===== src/rtl/neuron_pkg.sv =====
// Shared definitions for the neuron MAC sequencer: widths, saturation value
// and the sequencer state encoding.
package neuron_pkg;

    localparam int NEURON_DATA_W = 8;
    localparam int NEURON_ADDR_W = 8;
    localparam int NEURON_ACC_W  = 24;
    localparam int NEURON_SHIFT  = 4;

    localparam logic [7:0] NEURON_SAT = 8'hFF;

    localparam logic [2:0] ST_IDLE    = 3'd0;
    localparam logic [2:0] ST_FETCH_X = 3'd1;
    localparam logic [2:0] ST_FETCH_W = 3'd2;
    localparam logic [2:0] ST_SCALE   = 3'd3;
    localparam logic [2:0] ST_WRITE   = 3'd4;
    localparam logic [2:0] ST_DONE    = 3'd5;

    typedef enum logic [2:0] {
        S_IDLE    = ST_IDLE,
        S_FETCH_X = ST_FETCH_X,
        S_FETCH_W = ST_FETCH_W,
        S_SCALE   = ST_SCALE,
        S_WRITE   = ST_WRITE,
        S_DONE    = ST_DONE
    } state_t;

endpackage


===== src/rtl/neuron_mac_sequencer_mac.sv =====
// Multiply-accumulate datapath: unsigned product into a clearable accumulator,
// followed by a right shift and saturation to the output width.
module neuron_mac
    import neuron_pkg::*;
#(
    parameter int DATA_W = NEURON_DATA_W,
    parameter int ACC_W  = NEURON_ACC_W,
    parameter int SHIFT  = NEURON_SHIFT
) (
    input  logic              clk,
    input  logic              rst_n,
    input  logic              clr,
    input  logic              en,
    input  logic [DATA_W-1:0] x,
    input  logic [DATA_W-1:0] w,
    output logic [DATA_W-1:0] scaled
);

    logic [2*DATA_W-1:0] product;
    logic [ACC_W-1:0]    acc_reg;
    logic [ACC_W-1:0]    acc_next;
    logic [ACC_W-1:0]    shifted;
    logic                overflow;

    always_comb begin
        product  = x * w;
        acc_next = acc_reg + ACC_W'(product);
    end

    always_ff @(posedge clk or negedge rst_n) begin
        if (!rst_n) begin
            acc_reg <= '0;
        end else if (clr) begin
            acc_reg <= '0;
        end else if (en) begin
            acc_reg <= acc_next;
        end
    end

    // Any set bit above the output width means the scaled sum exceeds 255.
    always_comb begin
        shifted  = acc_reg >> SHIFT;
        overflow = |shifted[ACC_W-1:DATA_W];
        scaled   = overflow ? DATA_W'(NEURON_SAT) : shifted[DATA_W-1:0];
    end

endmodule


===== src/rtl/neuron_mac_sequencer.sv =====
// Neuron RAM master: fetches input/weight pairs through the read port,
// accumulates their products, then writes the scaled, saturated result.
module neuron_mac_sequencer
    import neuron_pkg::*;
#(
    parameter int DATA_W = NEURON_DATA_W,
    parameter int ADDR_W = NEURON_ADDR_W,
    parameter int ACC_W  = NEURON_ACC_W,
    parameter int SHIFT  = NEURON_SHIFT
) (
    input  logic              clk,
    input  logic              rst_n,
    input  logic              start,
    input  logic [ADDR_W-1:0] n_inputs,
    input  logic [ADDR_W-1:0] in_base,
    input  logic [ADDR_W-1:0] w_base,
    input  logic [ADDR_W-1:0] out_addr,
    output logic [ADDR_W-1:0] read_address,
    output logic              oe,
    input  logic [DATA_W-1:0] read_data,
    output logic [ADDR_W-1:0] write_address,
    output logic [DATA_W-1:0] write_data,
    output logic              wre,
    output logic              busy,
    output logic              done,
    output logic [DATA_W-1:0] result
);

    state_t            state_reg, state_next;
    logic [ADDR_W-1:0] n_reg, in_base_reg, w_base_reg, out_addr_reg, i_reg;
    logic [DATA_W-1:0] x_reg, result_reg, scaled;
    logic              start_ok;
    logic              last_pair;

    assign start_ok  = (state_reg == S_IDLE) && start;
    assign last_pair = (i_reg == n_reg - ADDR_W'(1));
    assign result    = result_reg;

    neuron_mac #(
        .DATA_W (DATA_W),
        .ACC_W  (ACC_W),
        .SHIFT  (SHIFT)
    ) u_mac (
        .clk    (clk),
        .rst_n  (rst_n),
        .clr    (start_ok),
        .en     (state_reg == S_FETCH_W),
        .x      (x_reg),
        .w      (read_data),
        .scaled (scaled)
    );

    always_ff @(posedge clk or negedge rst_n) begin
        if (!rst_n) begin
            state_reg    <= S_IDLE;
            n_reg        <= '0;
            in_base_reg  <= '0;
            w_base_reg   <= '0;
            out_addr_reg <= '0;
            i_reg        <= '0;
            x_reg        <= '0;
            result_reg   <= '0;
        end else begin
            state_reg <= state_next;
            if (start_ok) begin
                n_reg        <= n_inputs;
                in_base_reg  <= in_base;
                w_base_reg   <= w_base;
                out_addr_reg <= out_addr;
                i_reg        <= '0;
            end
            if (state_reg == S_FETCH_X) begin
                x_reg <= read_data;
            end
            if (state_reg == S_FETCH_W && !last_pair) begin
                i_reg <= i_reg + ADDR_W'(1);
            end
            if (state_reg == S_SCALE) begin
                result_reg <= scaled;
            end
        end
    end

    // RAM port controls are decoded from state so reset removes them at once.
    always_comb begin
        state_next    = state_reg;
        busy          = 1'b1;
        oe            = 1'b0;
        read_address  = '0;
        wre           = 1'b0;
        write_address = '0;
        write_data    = '0;
        done          = 1'b0;
        case (state_reg)
            S_IDLE: begin
                busy = 1'b0;
                if (start) begin
                    state_next = (n_inputs != '0) ? S_FETCH_X : S_SCALE;
                end
            end
            S_FETCH_X: begin
                oe           = 1'b1;
                read_address = in_base_reg + i_reg;
                state_next   = S_FETCH_W;
            end
            S_FETCH_W: begin
                oe           = 1'b1;
                read_address = w_base_reg + i_reg;
                state_next   = last_pair ? S_SCALE : S_FETCH_X;
            end
            S_SCALE: begin
                state_next = S_WRITE;
            end
            S_WRITE: begin
                wre           = 1'b1;
                write_address = out_addr_reg;
                write_data    = result_reg;
                state_next    = S_DONE;
            end
            S_DONE: begin
                done       = 1'b1;
                state_next = S_IDLE;
            end
            default: begin
                state_next = S_IDLE;
            end
        endcase
    end

endmodule


===== config.mk =====
export PLATFORM = sky130hd
export DESIGN_NAME = neuron_mac_sequencer
export DESIGN_NICKNAME = d
export VERILOG_FILES = /design/src/rtl/neuron_pkg.sv /design/src/rtl/neuron_mac_sequencer_mac.sv /design/src/rtl/neuron_mac_sequencer.sv
export SDC_FILE = /design/constraint.sdc
export NUM_CORES = 1
export LEC_CHECK = 0
export CAP_MARGIN = 20
export CORE_UTILIZATION = 62
export DETAILED_ROUTE_END_ITERATION = 8
export PLACE_DENSITY = 0.95
export REMOVE_ABC_BUFFERS = 1
export SETUP_SLACK_MARGIN = 0.15
export SYNTH_ARGS = -nofsm -noshare
export SYNTH_HDL_FRONTEND = slang
export SYNTH_SLANG_ARGS = --single-unit

===== constraint.sdc =====
create_clock -name clk -period 7.3 [get_ports clk]
set_input_delay 2.19 -clock clk [delete_from_list [all_inputs] [get_ports clk]]
set_output_delay 2.19 -clock clk [all_outputs]
set_load 0.05 [all_outputs]

# Word-level counts from Yosys, hierarchy flattened
# Index checks and enable logic that the tools add are counted.
[word_totals]
ff_bits = 83
in_bits = 43
out_inout_bits = 36
[op_classes]
add_sub_neg = 5
multipliers = 1
eq_ne = 7
n_mux = 16
n_reduce_logical = 9
[ops]
columns = ["op", "n"]
rows = [
  ["two-way mux 24 bit", 2],
  ["two-way mux 8 bit", 5],
  ["adder 24 x 16 -> 24 bit", 1],
  ["adder 8 bit", 2],
  ["multiplier 8 x 8 -> 16 bit", 1],
  ["case mux 8 bit (2 select lines)", 1],
  ["case mux 3 bit (5 select lines)", 1],
  ["OR reduction 12 bit", 1],
  ["adder 8 x 1 -> 8 bit, second input constant", 1],
  ["== test 8 bit", 1],
  ["nonzero test 8 bit", 1],
  ["subtractor 8 x 1 -> 8 bit, second input constant", 1],
  ["== test 3 x 2 -> 1 bit, second input constant", 2],
  ["== test 3 bit, second input constant", 2],
  ["two-way mux 1 bit", 4],
  ["two-way mux 2 bit", 2],
  ["nonzero test 2 bit", 2],
  ["== test 3 x 1 -> 1 bit, second input constant", 1],
  ["zero test 3 bit", 1],
  ["two-way mux 3 bit", 1],
  ["logical AND 1 bit", 2],
  ["inequality test 2 bit, second input constant", 1],
  ["OR reduction 2 bit", 1],
  ["zero test 1 bit", 1],
]

# Logic depth before layout (Yosys ltp)
# Gate-level depths: netlist of run 1.
[logic_depth]
depth_word = 5
mapped_depth = 17

# Hierarchy
# From an unflattened synthesis of run 1, not the netlist that was laid out.
[hier_totals]
hier_cells = 810
hier_area_um2 = 7070.5
[modules_own_cells]
columns = ["mod", "instances", "cells_per_inst", "area_each_um2"]
rows = [
  ["neuron_mac", 1, 449, 3860.0],
  ["neuron_mac_sequencer", 1, 361, 3210.6],
]

# Least setup slack after synthesis of run 1
# OpenSTA, ideal clock, no wires.
[synth_path]
path_kind = "input port to flip-flop"
from = "input port read_data[1]"
to = "register u_mac.acc_reg[14]"
arrival_time_ns = 6.189
required_time_ns = 7.165
setup_slack_ns = 0.976
stages = 16
path_buffers = 1
path_cell_list = "clkbuf_1 nand2_1 fa_1 inv_1 fa_1 fa_1 inv_1 fa_1 inv_1 ha_1 a21o_1 a21o_1 a211oi_2 o21ai_0 a311oi_1 o31ai_1"
[synth_between]
elab_chain_len = 4
[synth_lines]
columns = ["element", "line_no", "source"]
rows = [
  ["start, declared", "neuron_mac_sequencer.sv:20", "input logic [DATA_W-1:0] read_data,"],
  ["multiplier 8 x 8 -> 16 bit", "neuron_mac_sequencer_mac.sv:26", "product = x * w;"],
  ["adder 24 x 16 -> 24 bit", "neuron_mac_sequencer_mac.sv:27", "acc_next = acc_reg + ACC_W'(product);"],
  ["two-way mux 24 bit", "neuron_mac_sequencer_mac.sv:35", "end else if (en) begin"],
  ["two-way mux 24 bit", "neuron_mac_sequencer_mac.sv:33", "end else if (clr) begin"],
  ["end signal, assigned", "neuron_mac_sequencer_mac.sv:36", "acc_reg <= acc_next;"],
  ["end, declared", "neuron_mac_sequencer_mac.sv:20", "logic [ACC_W-1:0] acc_reg;"],
]
# Every way passes these cells. The select of a mux whose other input is x is not followed.
# A chain may end at the register's enable or synchronous reset.

# Final worst setup path of run 1
# Same ends and word-level chain as after synthesis.

==> flow_summary.json, run 1 <==
{
  "syn2layout_area_growth_pct": 16.4,
  "layout_commonest_cell": "nand2_1",
  "grt_usage": 0.300,
  "dr.pass1.iters": 7,
  "synth.avg_cell_area_um2": 8.75,
  "start_util": 0.639,
  "drt_iter0_drc": 302,
  "cts_hold_buf": 0,
  "crit_arrival_ns": 6.99,
  "crit_required_ns": 7.55,
  "layout_common_cells": "157 x nand2_1, 117 x inv_1, 83 x dfrtp_1",
  "n_fill_cell": 711,
  "die-area_um2": 11600,
  "synth-seq-cells": 83,
  "largest_register_ffs": 24,
  "path_delay_family": "adder cells",
  "diodes": 0,
  "cts_buffers": 9,
  "ctsResizeCount": 0,
  "path_cells": "clkdlybuf4s50_1 > nand2_1 > fa_1 > inv_1 > fa_1 > inv_1 > fa_1 > fa_1 > inv_1 > ha_1 > a21o_1 > a21o_1 > a211oi_2 > o21ai_0 > a311oi_1 > o31ai_1",
  "cts_setup_buffers": 0,
  "drc": 0,
  "yosysSeqAreaShare": 0.300,
  "seqCellArea_um2": 2080,
  "final_hold_viol_count": 0,
  "synth-simple-area-share": 0.222,
  "endpoint_kind": "register",
  "cp_common_cell": "fa_1",
  "async_reset_ff_frac": 1.00,
  "period_share": 0.923,
  "cp_slowest_stage_delay_ns": 0.68,
  "nNetsFinal": 1007,
  "min_period_ns": 6.74,
  "rows": 38,
  "antenna_found_initial": 0,
  "tightest_slew_ns": 0.769,
  "final_area_um2": 8060,
  "synth-edff-count": 0,
  "root_buffer": "clkbuf_8",
  "syn_area_um2": 6920,
  "ant_nets": 0,
  "drive_gt1_frac": 0.0576,
  "die_x_um": 108,
  "gp_congestion": 0.907,
  "cp-start-kind": "input port",
  "hold_class": "register to register",
  "cp.buffers_inverters": 4,
  "routed_wl_um": 16100,
  "clock-sinks": 83,
  "yosysWarnings": 0,
  "wl_per_cell_um": 15.9,
  "outcome": "finished clean",
  "ctsHtreeMaxLevel": 3,
  "fmax_mhz": 148,
  "synth_cell_types": 61,
  "tns_ns": 0,
  "rsz0062_at_grt": "no",
  "vias_per_cell": 5.75,
  "path_depth": 16,
  "max-slew-margin-rel": 0.485,
  "grt_overflow": 0,
  "io_pins": 79,
  "synth_adder_area_share": 0.239,
  "synth_flop_cell": "dfrtp_1",
  "path_class": "input port to register",
  "clk_latency_ns": 0.38,
  "clockBufferDepth": 2,
  "placed_area_um2": 7830,
  "critPathMaxFanout": 9,
  "maxCapViolCount": 0,
  "multi_input_area_um2": 4310,
  "fin_skew_ns": 0.0229,
  "tritoncts": "done",
  "hold_depth": 2,
  "grt_pass1_wl_um": 26900,
  "grt_pass1_vias": 5822,
  "port-buffer-count": 78,
  "grt_max_degree": 84,
  "slowest_stage": "clkdlybuf4s50_1",
  "synth_compound_area_frac": 0.111,
  "reg2reg_depth": 15,
  "die_y_um": 108,
  "postSynthCellCount": 791,
  "vias": 5792,
  "synth_xor_area_frac": 0.0304,
  "setup_viol": 0,
  "dp_hpwl_um": 11900,
  "synthMuxAreaShare": 0.0195,
  "clkTransAtPathRegs_ns": 0.10,
  "final_max_slew_viol_count": 0,
  "synth_top_family_by_area": "adder cells",
  "core_area_um2": 10800
}
-- cells by family after synthesis --
kind of cell	after synthesis
AND/OR/NAND/NOR	314
XOR/XNOR	24
flip-flops	83
AO/OA/AOI/OAI	113
adder cells (fa/ha/maj)	102
multiplexers	12
buffers and inverters	143
-- per-stage QoR --
| step | hold slack, ns | instances | utilization | setup WS (ns) |
|---|---|---|---|---|
| after detailed placement | 0.454 | 990 | 0.722 | 0.192 |
| final | 0.476 | 1008 | 0.744 | 0.559 |
| after global placement | 0.450 | 990 | 0.722 | 0.319 |
| after CTS | 0.479 | 1006 | 0.740 | 0.609 |
| after global routing | 0.507 | 1008 | 0.744 | 0.197 |
| after floorplan | 0.437 | 766 | - | 1.09 |
-- Yosys cell counts (2+ instances only) --
| master | instances | area share |
|---|---|---|
| a211o_1 | 3 | 0.0038 |
| a211oi_1 | 4 | 0.0043 |
| a21boi_0 | 2 | 0.0022 |
| a21o_1 | 12 | 0.013 |
| a21oi_1 | 17 | 0.012 |
| a22oi_1 | 2 | 0.0022 |
| a31oi_1 | 3 | 0.0027 |
| and2_1 | 54 | 0.049 |
| and3_1 | 11 | 0.0099 |
| buf_1 | 4 | 0.0022 |
| buf_2 | 3 | 0.0022 |
| clkbuf_1 | 18 | 0.0098 |
| dfrtp_1 | 83 | 0.30 |
| fa_1 | 51 | 0.15 |
| ha_1 | 50 | 0.090 |
| inv_1 | 117 | 0.063 |
| mux2_2 | 8 | 0.013 |
| mux2i_1 | 3 | 0.0043 |
| nand2_1 | 157 | 0.085 |
| nand2b_1 | 2 | 0.0018 |
| nand3_1 | 23 | 0.017 |
| nand3b_1 | 2 | 0.0022 |
| nand4_1 | 4 | 0.0036 |
| nor2_1 | 20 | 0.011 |
| nor2b_1 | 5 | 0.0045 |
| nor3_1 | 14 | 0.010 |
| nor3_2 | 2 | 0.0029 |
| nor3b_1 | 6 | 0.0065 |
| nor3b_2 | 2 | 0.0036 |
| nor4_1 | 4 | 0.0036 |
| o211ai_1 | 2 | 0.0022 |
| o21ai_0 | 29 | 0.021 |
| o21bai_1 | 7 | 0.0076 |
| o22a_1 | 8 | 0.010 |
| o31ai_1 | 10 | 0.011 |
| or4_1 | 2 | 0.0022 |
| xnor2_1 | 13 | 0.016 |
| xor2_1 | 11 | 0.014 |
-- cell type report --
type                    count  share of cell area
multi-input cells         565               0.535
clock buffers              10              0.0171
flip-flops and latches     83               0.258
well taps                 140              0.0217
inverters                 118              0.0550
repair buffers             86               0.107
clock inverters             6             0.00667
-- final timing paths --
kind                                     endpoint            start  slack, ns
worst max-delay path            u_mac.acc_reg[14]     read_data[1]       0.56
worst min-delay path              out_addr_reg[3]  out_addr_reg[3]       0.48
worst min register to register    out_addr_reg[3]  out_addr_reg[3]       0.48
worst max register to register  u_mac.acc_reg[14]         x_reg[0]       2.50
max in group asynchronous                x_reg[2]            rst_n       5.07
min in group asynchronous         out_addr_reg[2]            rst_n       1.62
-- routing by layer --
layer,share of wire,vias up,track usage
met4,0.038,0,0.151
met5,0,-,0
met1,0.41,2775,0.392
met3,0.059,53,0.0351
met2,0.50,253,0.494
li1,-,2711,-
-- worst min-delay path: cells and delay by family, from the launching register on --
family,cells,cell delay (ns)
flip-flops,1,0.35
AND/OR/NAND/NOR,2,0.10
Power of run 1 is not shown: default switching activity piles up to over one toggle a cycle in this logic, so the estimate is an artifact.
==> run 2, diff against run 1 <==
- CORE_UTILIZATION: 62 -> 64
- CTS_BUF_LIST: unset -> sky130_fd_sc_hd__clkbuf_8
==> flow_summary.json, run 2 (synthesized netlist as in run 1, its figures left out) <==
{
  "critPathMaxFanout": 9,
  "vias": 5833,
  "period_share": 0.951,
  "largest_register_ffs": 24,
  "slowest_stage": "clkdlybuf4s50_1",
  "gp_congestion": 0.923,
  "tns_ns": 0,
  "grt.busiest_layer": "met2",
  "final.setup.worst_slack_ns": 0.356,
  "r2r_end": "u_mac.acc_reg[14]",
  "tightest_slew_ns": 1.10,
  "clk_latency_ns": 0.36,
  "ctsHtreeMaxLevel": 3,
  "cp_slowest_stage_delay_ns": 0.68,
  "drc": 0,
  "rsz0062_at_grt": "no",
  "grt_overflow": 0,
  "fmax_mhz": 144,
  "layout_common_cells": "157 x nand2_1, 117 x inv_1, 83 x dfrtp_1",
  "antenna_found_initial": 0,
  "r2r_slack_ns": 2.34,
  "die_y_um": 106,
  "cts_buffers": 9,
  "hold_class": "register to register",
  "drt_iter0_drc": 384,
  "grt_max_degree": 83,
  "path_class": "input port to register",
  "reg2reg_from": "x_reg[0]",
  "cp.buffers_inverters": 4,
  "placed_area_um2": 7840,
  "grtUsageMet3": 0.0515,
  "outcome": "finished clean",
  "rows": 37,
  "use_met1": 0.404,
  "fin_skew_ns": 0.0135,
  "root_buffer": "clkbuf_8",
  "syn2layout_area_growth_pct": 17.1,
  "core_area_um2": 10400,
  "max-slew-margin-rel": 0.264,
  "final_area_um2": 8110,
  "hold_path_startpoint": "out_addr_reg[4]",
  "io_pins": 79,
  "min_period_ns": 6.94,
  "die-area_um2": 11200,
  "start_util": 0.665,
  "grt_usage": 0.311,
  "reg2reg_depth": 15,
  "drive_gt1_frac": 0.0598,
  "global_route.usage.met2": 0.516,
  "multi_input_area_um2": 4320,
  "dp_hpwl_um": 11700,
  "clockBufferDepth": 2,
  "path_cells": "clkdlybuf4s50_1 > nand2_1 > fa_1 > fa_1 > inv_1 > fa_1 > inv_1 > fa_1 > inv_1 > ha_1 > a21o_1 > a21o_1 > a211oi_2 > o21ai_0 > a311oi_1 > o31ai_1",
  "setup_viol": 0,
  "cp-start-kind": "input port",
  "layout_commonest_cell": "nand2_1",
  "final_max_slew_viol_count": 0,
  "clkTransAtPathRegs_ns": 0.10,
  "crit_arrival_ns": 7.18,
  "seqCellArea_um2": 2080,
  "postLayoutCoreUtil": 0.779,
  "n_fill_cell": 655,
  "wl_per_cell_um": 16.4,
  "port-buffer-count": 78,
  "min_to": "out_addr_reg[4]",
  "pre_cts_ws_ns": 0.143,
  "grt_pass1_vias": 5875,
  "diodes": 0,
  "dr.pass1.iters": 5,
  "cts_setup_buffers": 0,
  "routed_wl_um": 16500,
  "final_hold_viol_count": 0,
  "ant_nets": 0,
  "hold_depth": 2,
  "grt_pass1_wl_um": 27600,
  "tritoncts": "done",
  "vias_per_cell": 5.80,
  "crit_required_ns": 7.54,
  "nNetsFinal": 1008,
  "cp_common_cell": "fa_1",
  "path_delay_family": "adder cells",
  "maxCapViolCount": 0,
  "die_x_um": 106,
  "clock-sinks": 83,
  "endpoint_kind": "register"
}
## run 2: cell count changes in the layout (fill, tap and decap cells not counted)
cell        previous run  this run
inv_8                  1         2
bufinv_16              0         2
clkinv_4               1         0
clkinvlp_4             1         0
buf_4                  7         9
o31ai_2                0         1
inv_6                  3         2
o31ai_1               10         9
buf_6                  1         0
## run 2: area by class of cell
type	instances	area share
clock inverter	6	0.0123
tap	136	0.0210
multi-input combinational	565	0.532
clock buffer	10	0.0170
inverter	118	0.0546
sequential	83	0.256
timing repair buffer	87	0.107
## run 2: timing repair
action / 4_1_cts / 5_1_grt
hold buffers: 0 / 0
setup endpoints to repair: 0 / 2
gates resized for setup: 0 / 1
## run 2: worst max path at each step
stage          cells after the start         start                 to
4_1_cts                           16  read_data[7]  u_mac.acc_reg[14]
3_5_place_dp                      16  read_data[4]  u_mac.acc_reg[21]
3_3_place_gp                      16  read_data[7]  u_mac.acc_reg[14]
6_report                          16  read_data[7]  u_mac.acc_reg[14]
2_1_floorplan                     15  read_data[7]  u_mac.acc_reg[14]
5_1_grt                           16  read_data[7]  u_mac.acc_reg[14]
## run 2: per-stage QoR
step	hold slack, ns	cells
floorplan	0.437	766
global placement	0.451	988
detailed placement	0.459	988
CTS	0.483	1004
global route	0.489	1005
finish	0.479	1005
## run 2: layer usage
| layer | up-vias | routed length [um] |
|---|---|---|
| li1 | 2717 | - |
| met3 | 62 | 957 |
| met2 | 244 | 8090 |
| met4 | 0 | 665 |
| met5 | - | 0 |
| met1 | 2810 | 6750 |
## run 2: worst register-to-register path, cell delays in order (launching register included)
cell	delay [ns]
dfrtp_1	0.54
nand2_1	0.19
fa_1	0.54
fa_1	0.54
inv_1	0.06
fa_1	0.53
inv_1	0.05
fa_1	0.53
inv_1	0.05
ha_1	0.36
a21o_1	0.20
a21o_1	0.18
a211oi_2	0.44
o21ai_0	0.23
a311oi_1	0.31
o31ai_1	0.09
Power of run 2 is left out for the same reason.
==> run 3, diff against run 2 <==
- TNS_END_PERCENT: unset -> 30
==> results of run 3 <==
Final layout, timing and power as in run 2 (identical DEF).
Power of run 3 is left out for the same reason.
